<file path="src/rtl/replacer_pkg.sv">
// Shared definitions for the run-length / sign token path feeding replacer_sign.
// Holds the default widths, the count-token layout and the encoder state set.
package replacer_pkg;

  localparam int LEN_W_DEF   = 7;
  localparam int MAX_RUN_DEF = 127;

  typedef struct packed {
    logic                 sign;
    logic [LEN_W_DEF-1:0] len;
  } cnt_tok_t;

  typedef enum logic [1:0] {
    IDLE  = 2'd0,
    RUN   = 2'd1,
    FLUSH = 2'd2
  } state_t;

endpackage

</file>
<file path="src/rtl/run_encoder_sign.sv">
// Run-length encoder for the per-byte {eof, sign} tag stream: emits {sign, len} count
// tokens and one sign-FIFO entry per closed sign=1 region.
module run_encoder_sign
  import replacer_pkg::*;
#(
  parameter int LEN_W   = LEN_W_DEF,
  parameter int MAX_RUN = MAX_RUN_DEF
) (
  input  logic           clk,
  input  logic           rst,
  input  logic           clk_en,
  input  logic [1:0]     tag_in,
  input  logic           tag_empty,
  output logic           tag_rd,
  output logic [LEN_W:0] cnt_out,
  output logic           cnt_wr,
  input  logic           cnt_afull,
  output logic           sign_out,
  output logic           sign_wr,
  input  logic           sign_afull,
  output logic           busy
);

  localparam logic [LEN_W-1:0] MAX_LEN = LEN_W'(MAX_RUN);
  localparam logic [LEN_W-1:0] ONE_LEN = LEN_W'(1);

  state_t           state, state_n;
  logic [LEN_W-1:0] run_len, run_len_n, len_inc;
  logic             run_sign, run_sign_n;
  logic [LEN_W:0]   pend_tok, pend_tok_n;
  logic             rd_pend;
  logic             region_open, region_open_n;
  logic             cnt_wr_q, sign_wr_q;
  logic             consume;
  logic             tag_eof, tag_sign;
  logic             emit, emit_sw, emit_so;
  logic [LEN_W:0]   emit_tok;

  assign tag_eof  = tag_in[1];
  assign tag_sign = tag_in[0];

  assign tag_rd  = clk_en & ~rst & ~tag_empty & ~cnt_afull & ~sign_afull & (state != FLUSH);
  assign cnt_wr  = cnt_wr_q & clk_en;
  assign sign_wr = sign_wr_q & clk_en;
  assign busy    = (state != IDLE);

  // A byte fetched just before FLUSH stays on the FIFO output (no new read), so it is
  // consumed on the following IDLE cycle instead.
  assign consume = clk_en & rd_pend & (state != FLUSH);

  always_comb begin
    state_n       = state;
    run_len_n     = run_len;
    run_sign_n    = run_sign;
    pend_tok_n    = pend_tok;
    region_open_n = region_open;
    len_inc       = run_len + 1'b1;
    emit          = 1'b0;
    emit_tok      = '0;
    emit_sw       = 1'b0;
    emit_so       = 1'b0;

    case (state)
      IDLE: begin
        if (consume) begin
          run_sign_n = tag_sign;
          run_len_n  = ONE_LEN;
          state_n    = RUN;
          if (tag_eof) begin
            emit          = 1'b1;
            emit_tok      = {tag_sign, ONE_LEN};
            emit_sw       = tag_sign | region_open;
            emit_so       = tag_sign;
            region_open_n = 1'b0;
            state_n       = IDLE;
          end else if (!tag_sign && region_open) begin
            // A sign region ended exactly on a MAX_RUN split; its close has no token of its own.
            emit_sw       = 1'b1;
            emit_so       = 1'b0;
            region_open_n = 1'b0;
          end
        end
      end

      RUN: begin
        if (consume) begin
          if (tag_sign != run_sign) begin
            emit          = 1'b1;
            emit_tok      = {run_sign, run_len};
            emit_sw       = run_sign;
            emit_so       = 1'b0;
            region_open_n = 1'b0;
            run_sign_n    = tag_sign;
            run_len_n     = ONE_LEN;
            if (tag_eof) begin
              pend_tok_n = {tag_sign, ONE_LEN};
              state_n    = FLUSH;
            end
          end else begin
            run_len_n = len_inc;
            if (len_inc == MAX_LEN || tag_eof) begin
              emit          = 1'b1;
              emit_tok      = {run_sign, len_inc};
              emit_sw       = run_sign & tag_eof;
              emit_so       = run_sign & tag_eof;
              region_open_n = run_sign & ~tag_eof;
              state_n       = IDLE;
            end
          end
        end
      end

      FLUSH: begin
        emit          = 1'b1;
        emit_tok      = pend_tok;
        emit_sw       = pend_tok[LEN_W];
        emit_so       = pend_tok[LEN_W];
        region_open_n = 1'b0;
        state_n       = IDLE;
      end

      default: state_n = IDLE;
    endcase
  end

  // Everything holds while clk_en is low; output strobes are registered one cycle after the decision.
  always_ff @(posedge clk) begin
    if (rst) begin
      state       <= IDLE;
      run_len     <= '0;
      run_sign    <= 1'b0;
      pend_tok    <= '0;
      rd_pend     <= 1'b0;
      region_open <= 1'b0;
      cnt_wr_q    <= 1'b0;
      sign_wr_q   <= 1'b0;
      cnt_out     <= '0;
      sign_out    <= 1'b0;
    end else if (clk_en) begin
      state       <= state_n;
      run_len     <= run_len_n;
      run_sign    <= run_sign_n;
      pend_tok    <= pend_tok_n;
      rd_pend     <= tag_rd | (rd_pend & ~consume);
      region_open <= region_open_n;
      cnt_wr_q    <= emit;
      sign_wr_q   <= emit_sw;
      if (emit)    cnt_out  <= emit_tok;
      if (emit_sw) sign_out <= emit_so;
    end
  end

endmodule
</file>
<file path="config.mk">
export PLATFORM = sky130hd
export DESIGN_NAME = run_encoder_sign
export DESIGN_NICKNAME = d
export VERILOG_FILES = /design/src/rtl/replacer_pkg.sv /design/src/rtl/run_encoder_sign.sv
export SDC_FILE = /design/constraint.sdc
export NUM_CORES = 1
export LEC_CHECK = 0
export ABC_AREA = 1
export CORE_ASPECT_RATIO = 0.6
export CORE_MARGIN = 1
export CORE_UTILIZATION = 48
export CTS_CLUSTER_SIZE = 16
export DETAILED_ROUTE_END_ITERATION = 7
export PLACE_DENSITY = 0.83
export SLEW_MARGIN = 20
export SYNTH_ARGS = -nofsm -noshare
export SYNTH_HDL_FRONTEND = slang
export SYNTH_SLANG_ARGS = --single-unit
</file>
<file path="constraint.sdc">
create_clock -name clk -period 1.63 [get_ports clk]
set_input_delay 0.163 -clock clk [delete_from_list [all_inputs] [get_ports clk]]
set_output_delay 0.163 -clock clk [all_outputs]
set_load 0.01 [all_outputs]
</file>
==> results.cfg, run 1 <==
[die]
die_h_um = 44.54
start_util_pct = 50.41
die_w_um = 72.90
core_um2 = 2872
fp.dieArea_um2 = 3247
row_count = 15
ios = 21

[layout]
multiInputGateArea_um2 = 1095
seqCellArea_um2 = 514.2
diodes = 0
n_fill_cell = 152
fin_util_pct = 86.14
drive_above_1_share_pct = 44.41
nNetsFinal = 319
area_growth_pct = 70.87

[drt]
drc_errors = 3
drt-pass1-iter-count = 8
ant_nets = 0
post_drt_wl_per_cell_um = 19.20
vias = 2150
drt-total-wl_um = 6642
viasPerCell = 6.214
drt_iter0_drc = 259

[grt]
grt_overflow = 0
grt_pass1_wl_um = 8590
grt_max_degree = 16
grt_pass1_vias = 1799
grt_use_total_pct = 36.12
antenna_found_initial = 0

[synth]
syn_nets = 235
ys.flop_type = dfxtp_1
yosysMostFrequentCell = nand2_1
synth_top_area_share_pct = 34.57
ys_async_sr_fraction_pct = 0
yosysWarnings = 0
ys_types = 26
synth_top_area_cell = dfxtp_1
seq_area_frac_synth_pct = 34.57
synth_seq_cells = 25
synth_common_cells = 54 x nand2_1, 28 x a21oi_1, 25 x dfxtp_1, 25 x nor2_1, 21 x inv_1
syn_area_per_cell_um2 = 6.550
yosys-top-cells-area = dfxtp_1 35%, nand2_1 14%, a21oi_1 9.7%
synth.cell_area_um2 = 1448
synth_enable_flop_cells = 0
syn_inst = 221

[timing]
period_share_pct = 128.6
max_freq_ghz = 0.4769
fin_skew_ps = 2.406
worst_slew_pin_slew_ps = 454.2
final.min_clock_period_ps = 2097
grt_setup_unrepaired = yes
hold_viol = 0
finalSetupViolations = 19
max-slew-margin-rel_pct = 69.69
slew_violations = 0
setup_ws_ps = -466.7

[critical_path]
arrival_ps = 2310
end_kind = flop
cp.required_ps = 1850
worstPathMaxFanout = 6
path_class = reg -> reg
cp-start-kind = flop

[clock_tree]
insertion_delay_ps = 280
cts_max_path_buffers = 2
h-tree-depth = 1
path_clk_slew_ps = 90
root_buffer = clkbuf_8
clock_sinks = 25
cts_inserted_buffers = 3
cts_tree = done

[min_path]
hold_path_class = reg -> reg

[run]
cap_viol_max_count = 0

[placement]
hpwl_um = 3301
place_ws_ps = -471.1
place.gp.congestion = 0.9138
portBuffers = 20

[power_and_ir_drop]
p_leak_nw = 1.058
peakVddDrop_mv = 0.4494
p_per_area_nw_per_um2 = 468.3

[outcome]
run_status = finished, violations left
violations = design-rule violations, negative setup slack
## stage by stage
step / area, um2 / std cells / power [mW] / hold WS [ps] / setup TNS (ps)
6_report: 2474 / 346 / 1.158 / 476.7 / -4953
5_1_grt: 2474 / 346 / 1.185 / 491.8 / -6777
4_1_cts: 2330 / 339 / 1.139 / 476.1 / -1294
3_5_place_dp: 2043 / 324 / 0.7468 / 463.2 / -4219
3_3_place_gp: 2043 / 324 / 0.7432 / 442.7 / -2878
2_1_floorplan: 1473 / 221 / 0.6785 / 224.7 / 0
## layout by cell type, fill, tap and decap left out, types with 9 or more instances in the layout
cell             netlist  final
buf_4                  0     54
nand2_1               54     45
nor2_1                25     22
dfxtp_1               25     20
a21oi_1               28     17
clkdlybuf4s50_1        0     17
inv_1                 21     16
a21oi_2                1     12
nand2_2                7     11
o21ai_1                1     10
nand3_1               11      9
## sequential cells by signal (all words and copies together) (netlist names), 2 cells and up
name and cells:
run_len 7, pend_tok 2, cnt_out 8, state 2
## routing by layer
layer | wire [um] | global-route usage, % | share of wire (%) | vias up
li1 | - | - | - | 895
met1 | 2384 | 44.29 | 36 | 956
met2 | 2924 | 60.93 | 44 | 226
met3 | 866 | 8.428 | 13 | 73
met4 | 466 | 17.65 | 7.0 | 0
met5 | 0 | 0 | 0 | -
## logic make-up after synthesis
group / Yosys count / synth area share (%)
compound gates: 55 / 20.92
fa+ha+maj: 6 / 5.186
buf+inv: 27 / 7.087
flops: 25 / 34.57
simple gates: 108 / 32.24
## worst max-delay path: stages, from the launching register on
cell and delay, ps:
dfxtp_2 410, nand3_1 180, o21bai_1 260, nand2_1 150, nor2_2 170, nand2_2 120, nand2_2 100, nand2_4 80
a21oi_4 280, o21ai_0 140, nor2_1 130
## what timing repair did
action / in CTS / in global routing
gates cloned: 1 / 0
hold buffers: 0 / 0
gates resized for setup: 65 / 26
pin swaps: 18 / 20
setup endpoints to repair: 23 / 24
setup buffers: 11 / 8
## worst paths after layout
check,start,to,slack [ps],cells after the start
min reg2reg,sign_wr_q,sign_wr_q,480,2
max,run_len[2],cnt_out[2],-470,10
max reg2reg,run_len[2],cnt_out[2],-470,10
min,sign_wr_q,sign_wr_q,480,2
## report_power, final
part / switching [mW] / total (mW) / internal, mW
clock network: 0.220 / 0.394 / 0.174
registers: 0.00295 / 0.612 / 0.609
logic: 0.0886 / 0.152 / 0.0638
## cell type report
| type | count | area share [%] |
|---|---|---|
| clock inverters | 1 | 0.3035 |
| inverters | 24 | 3.642 |
| flip-flops and latches | 25 | 20.79 |
| well taps | 42 | 2.124 |
| clock buffers | 3 | 1.669 |
| multi-input cells | 170 | 44.26 |
| repair buffers | 81 | 27.21 |
(Power assumes the default switching activity.)
==> inputs of run 2 (changes only) <==
--- a/config.mk
+++ b/config.mk
@@ -9,9 +9,10 @@
 export CORE_ASPECT_RATIO = 0.6
 export CORE_MARGIN = 1
 export CORE_UTILIZATION = 48
-export CTS_CLUSTER_SIZE = 16
+export CTS_CLUSTER_SIZE = 12
 export DETAILED_ROUTE_END_ITERATION = 7
-export PLACE_DENSITY = 0.83
+export HOLD_SLACK_MARGIN = 0.1
+export PLACE_DENSITY_LB_ADDON = 0.12
 export SLEW_MARGIN = 20
 export SYNTH_ARGS = -nofsm -noshare
 export SYNTH_HDL_FRONTEND = slang
==> run 2 against run 1 <==
Net effect: the run ends with negative setup slack left; total power decreased by 1.6%; sequential power about the same; design area decreased by 0.71%; clock skew about the same; cell count decreased by 1.2%; combinational power decreased by 3%; clock power decreased by 4%; via count decreased by 11%; clock-buffer cell count unchanged; die area unchanged.
==> results.cfg, run 2 (synthesis results as in run 1) <==
[critical_path]
r2r-end = cnt_out[4]
arrival_ps = 2050
crit_path_start = run_len[0]
path_class = reg -> reg
end_kind = flop
worstPathMaxFanout = 6
slowest_stage = dfxtp_4
cp-start-kind = flop
crit_top_cell = nand2_2
cp_cell_sequence = ha_4 > nand2_4 > nor2_4 > nand2_1 > nand2_2 > nand2_2 > nor2_2 > nand2_2 > nand2_2 > nand2_4 > o21ai_0 > a21oi_2 > nor2_1
cp-endpoint = cnt_out[4]
cp.required_ps = 1850
critical_path.max_stage_delay_ps = 390
reg2regPathDepth = 13
r2r_slack_ps = -200
r2r-start = run_len[0]

[clock_tree]
root_buffer = clkbuf_8
insertion_delay_ps = 280
clock_sinks = 25
h-tree-depth = 1
cts_inserted_buffers = 3
postCtsHoldBufs = 0
cts_tree = done
path_clk_slew_ps = 90
cts_max_path_buffers = 2

[timing]
max_freq_ghz = 0.5459
period_share_pct = 112.4
grt_setup_unrepaired = yes
hold_ws_ps = 465.0
max-slew-margin-rel_pct = 76.80
finalSetupViolations = 14
slew_violations = 0
final.min_clock_period_ps = 1832
hold_viol = 0
fin_skew_ps = 2.390
worst_slew_pin_slew_ps = 347.5
setup_ws_ps = -201.8

[layout]
nNetsFinal = 315
fin_area_um2 = 2456
largest_reg_flops = 8
diodes = 0
final_common_cell = buf_4
final_cell_mix = 48 x buf_4, 42 x nand2_1, 22 x nor2_1
regMostFlops = cnt_out
fin_util_pct = 85.53
n_fill_cell = 160
multiInputGateArea_um2 = 1102
reg.largest.list = cnt_out: 8 flops, run_len: 7 flops
seqCellArea_um2 = 511.7
area_growth_pct = 69.66
drive_above_1_share_pct = 45.00

[drt]
post_drt_wl_per_cell_um = 15.66
vias = 1905
ant_nets = 0
drt-pass1-iter-count = 6
drt_iter0_drc = 203
viasPerCell = 5.570
drt-total-wl_um = 5356
drc_errors = 0

[die]
fp.dieArea_um2 = 3247
start_util_pct = 50.41
core_um2 = 2872
ios = 21
row_count = 15
die_h_um = 44.54
die_w_um = 72.90

[power_and_ir_drop]
peakVddDrop_mv = 0.5409
p_per_area_nw_per_um2 = 464.0
p_leak_nw = 1.036

[placement]
place_ws_ps = -394.4
place.gp.congestion = 0.8867
hpwl_um = 3114
portBuffers = 20
place_area_um2 = 2058

[grt]
grt_max_degree = 15
grt_overflow = 0
grt_use_total_pct = 32.19
grt_pass1_vias = 1654
grt_pass1_wl_um = 7741
antenna_found_initial = 0

[min_path]
hold_path_class = reg -> reg

[outcome]
run_status = finished, violations left
violations = negative setup slack

[run]
cap_viol_max_count = 0
run 2: cell types whose count changed in the layout (fill, tap and decap cells not counted), moves of 2 or more:
| cell | change |
|---|---|
| buf_6 | +2 |
| nand2_2 | +3 |
| nand2_1 | -3 |
| buf_4 | -6 |
run 2: final cells by class:
cell class / count / area share, %
repair buffers: 77 / 26.49
inverters: 24 / 3.770
clock inverters: 1 / 0.2038
well taps: 42 / 2.140
multi-input cells: 170 / 44.88
clock buffers: 3 / 1.681
flip-flops and latches: 25 / 20.84
run 2: routing by layer:
metal,up-vias,GRT usage (%),part of all wire [%]
met5,-,0,0
met4,0,7.059,3.0
met3,24,7.289,9.0
met2,116,51.40,43
met1,885,44.80,45
li1,880,-,-
run 2: how the worst min path moves through the flow:
stage / from / to / slack, ps / depth (start not counted)
2_1_floorplan: rst / run_len[1] / 220 / 1
3_3_place_gp: region_open / region_open / 450 / 2
3_5_place_dp: region_open / region_open / 450 / 2
4_1_cts: region_open / region_open / 470 / 2
5_1_grt: region_open / region_open / 500 / 2
6_report: region_open / region_open / 470 / 2
run 2: critical path, delay by kind of cell, from the launching register on:
| family | cells | cell delay (ps) |
|---|---|---|
| and+or+nand+nor | 10 | 880 |
| adders and majority gates | 1 | 160 |
| DFF | 1 | 390 |
| AOI/OAI and AO/OA | 2 | 340 |
run 2: stage by stage:
step,total power [mW],std cells,setup TNS (ps)
after global placement,0.7429,326,-3545
after floorplan,0.6785,221,0
after global routing,1.180,342,-4047
final,1.140,342,-1968
after detailed placement,0.7435,326,-3940
after CTS,1.126,338,-1453
run 2: repair_timing:
item / in CTS / in global routing
endpoints found under the setup margin: 21 / 26
gates cloned: 1 / 0
pin swaps: 26 / 30
gates resized for setup: 67 / 34
buffers inserted: 9 / 6
run 2: power by group:
part / leakage [nW] / switching, mW / internal, mW / total (mW)
clock network: 0.0255 / 0.207 / 0.172 / 0.379
registers: 0.205 / 0.00239 / 0.610 / 0.613
logic: 0.806 / 0.0834 / 0.0648 / 0.148
total: 1.04 / 0.293 / 0.847 / 1.14
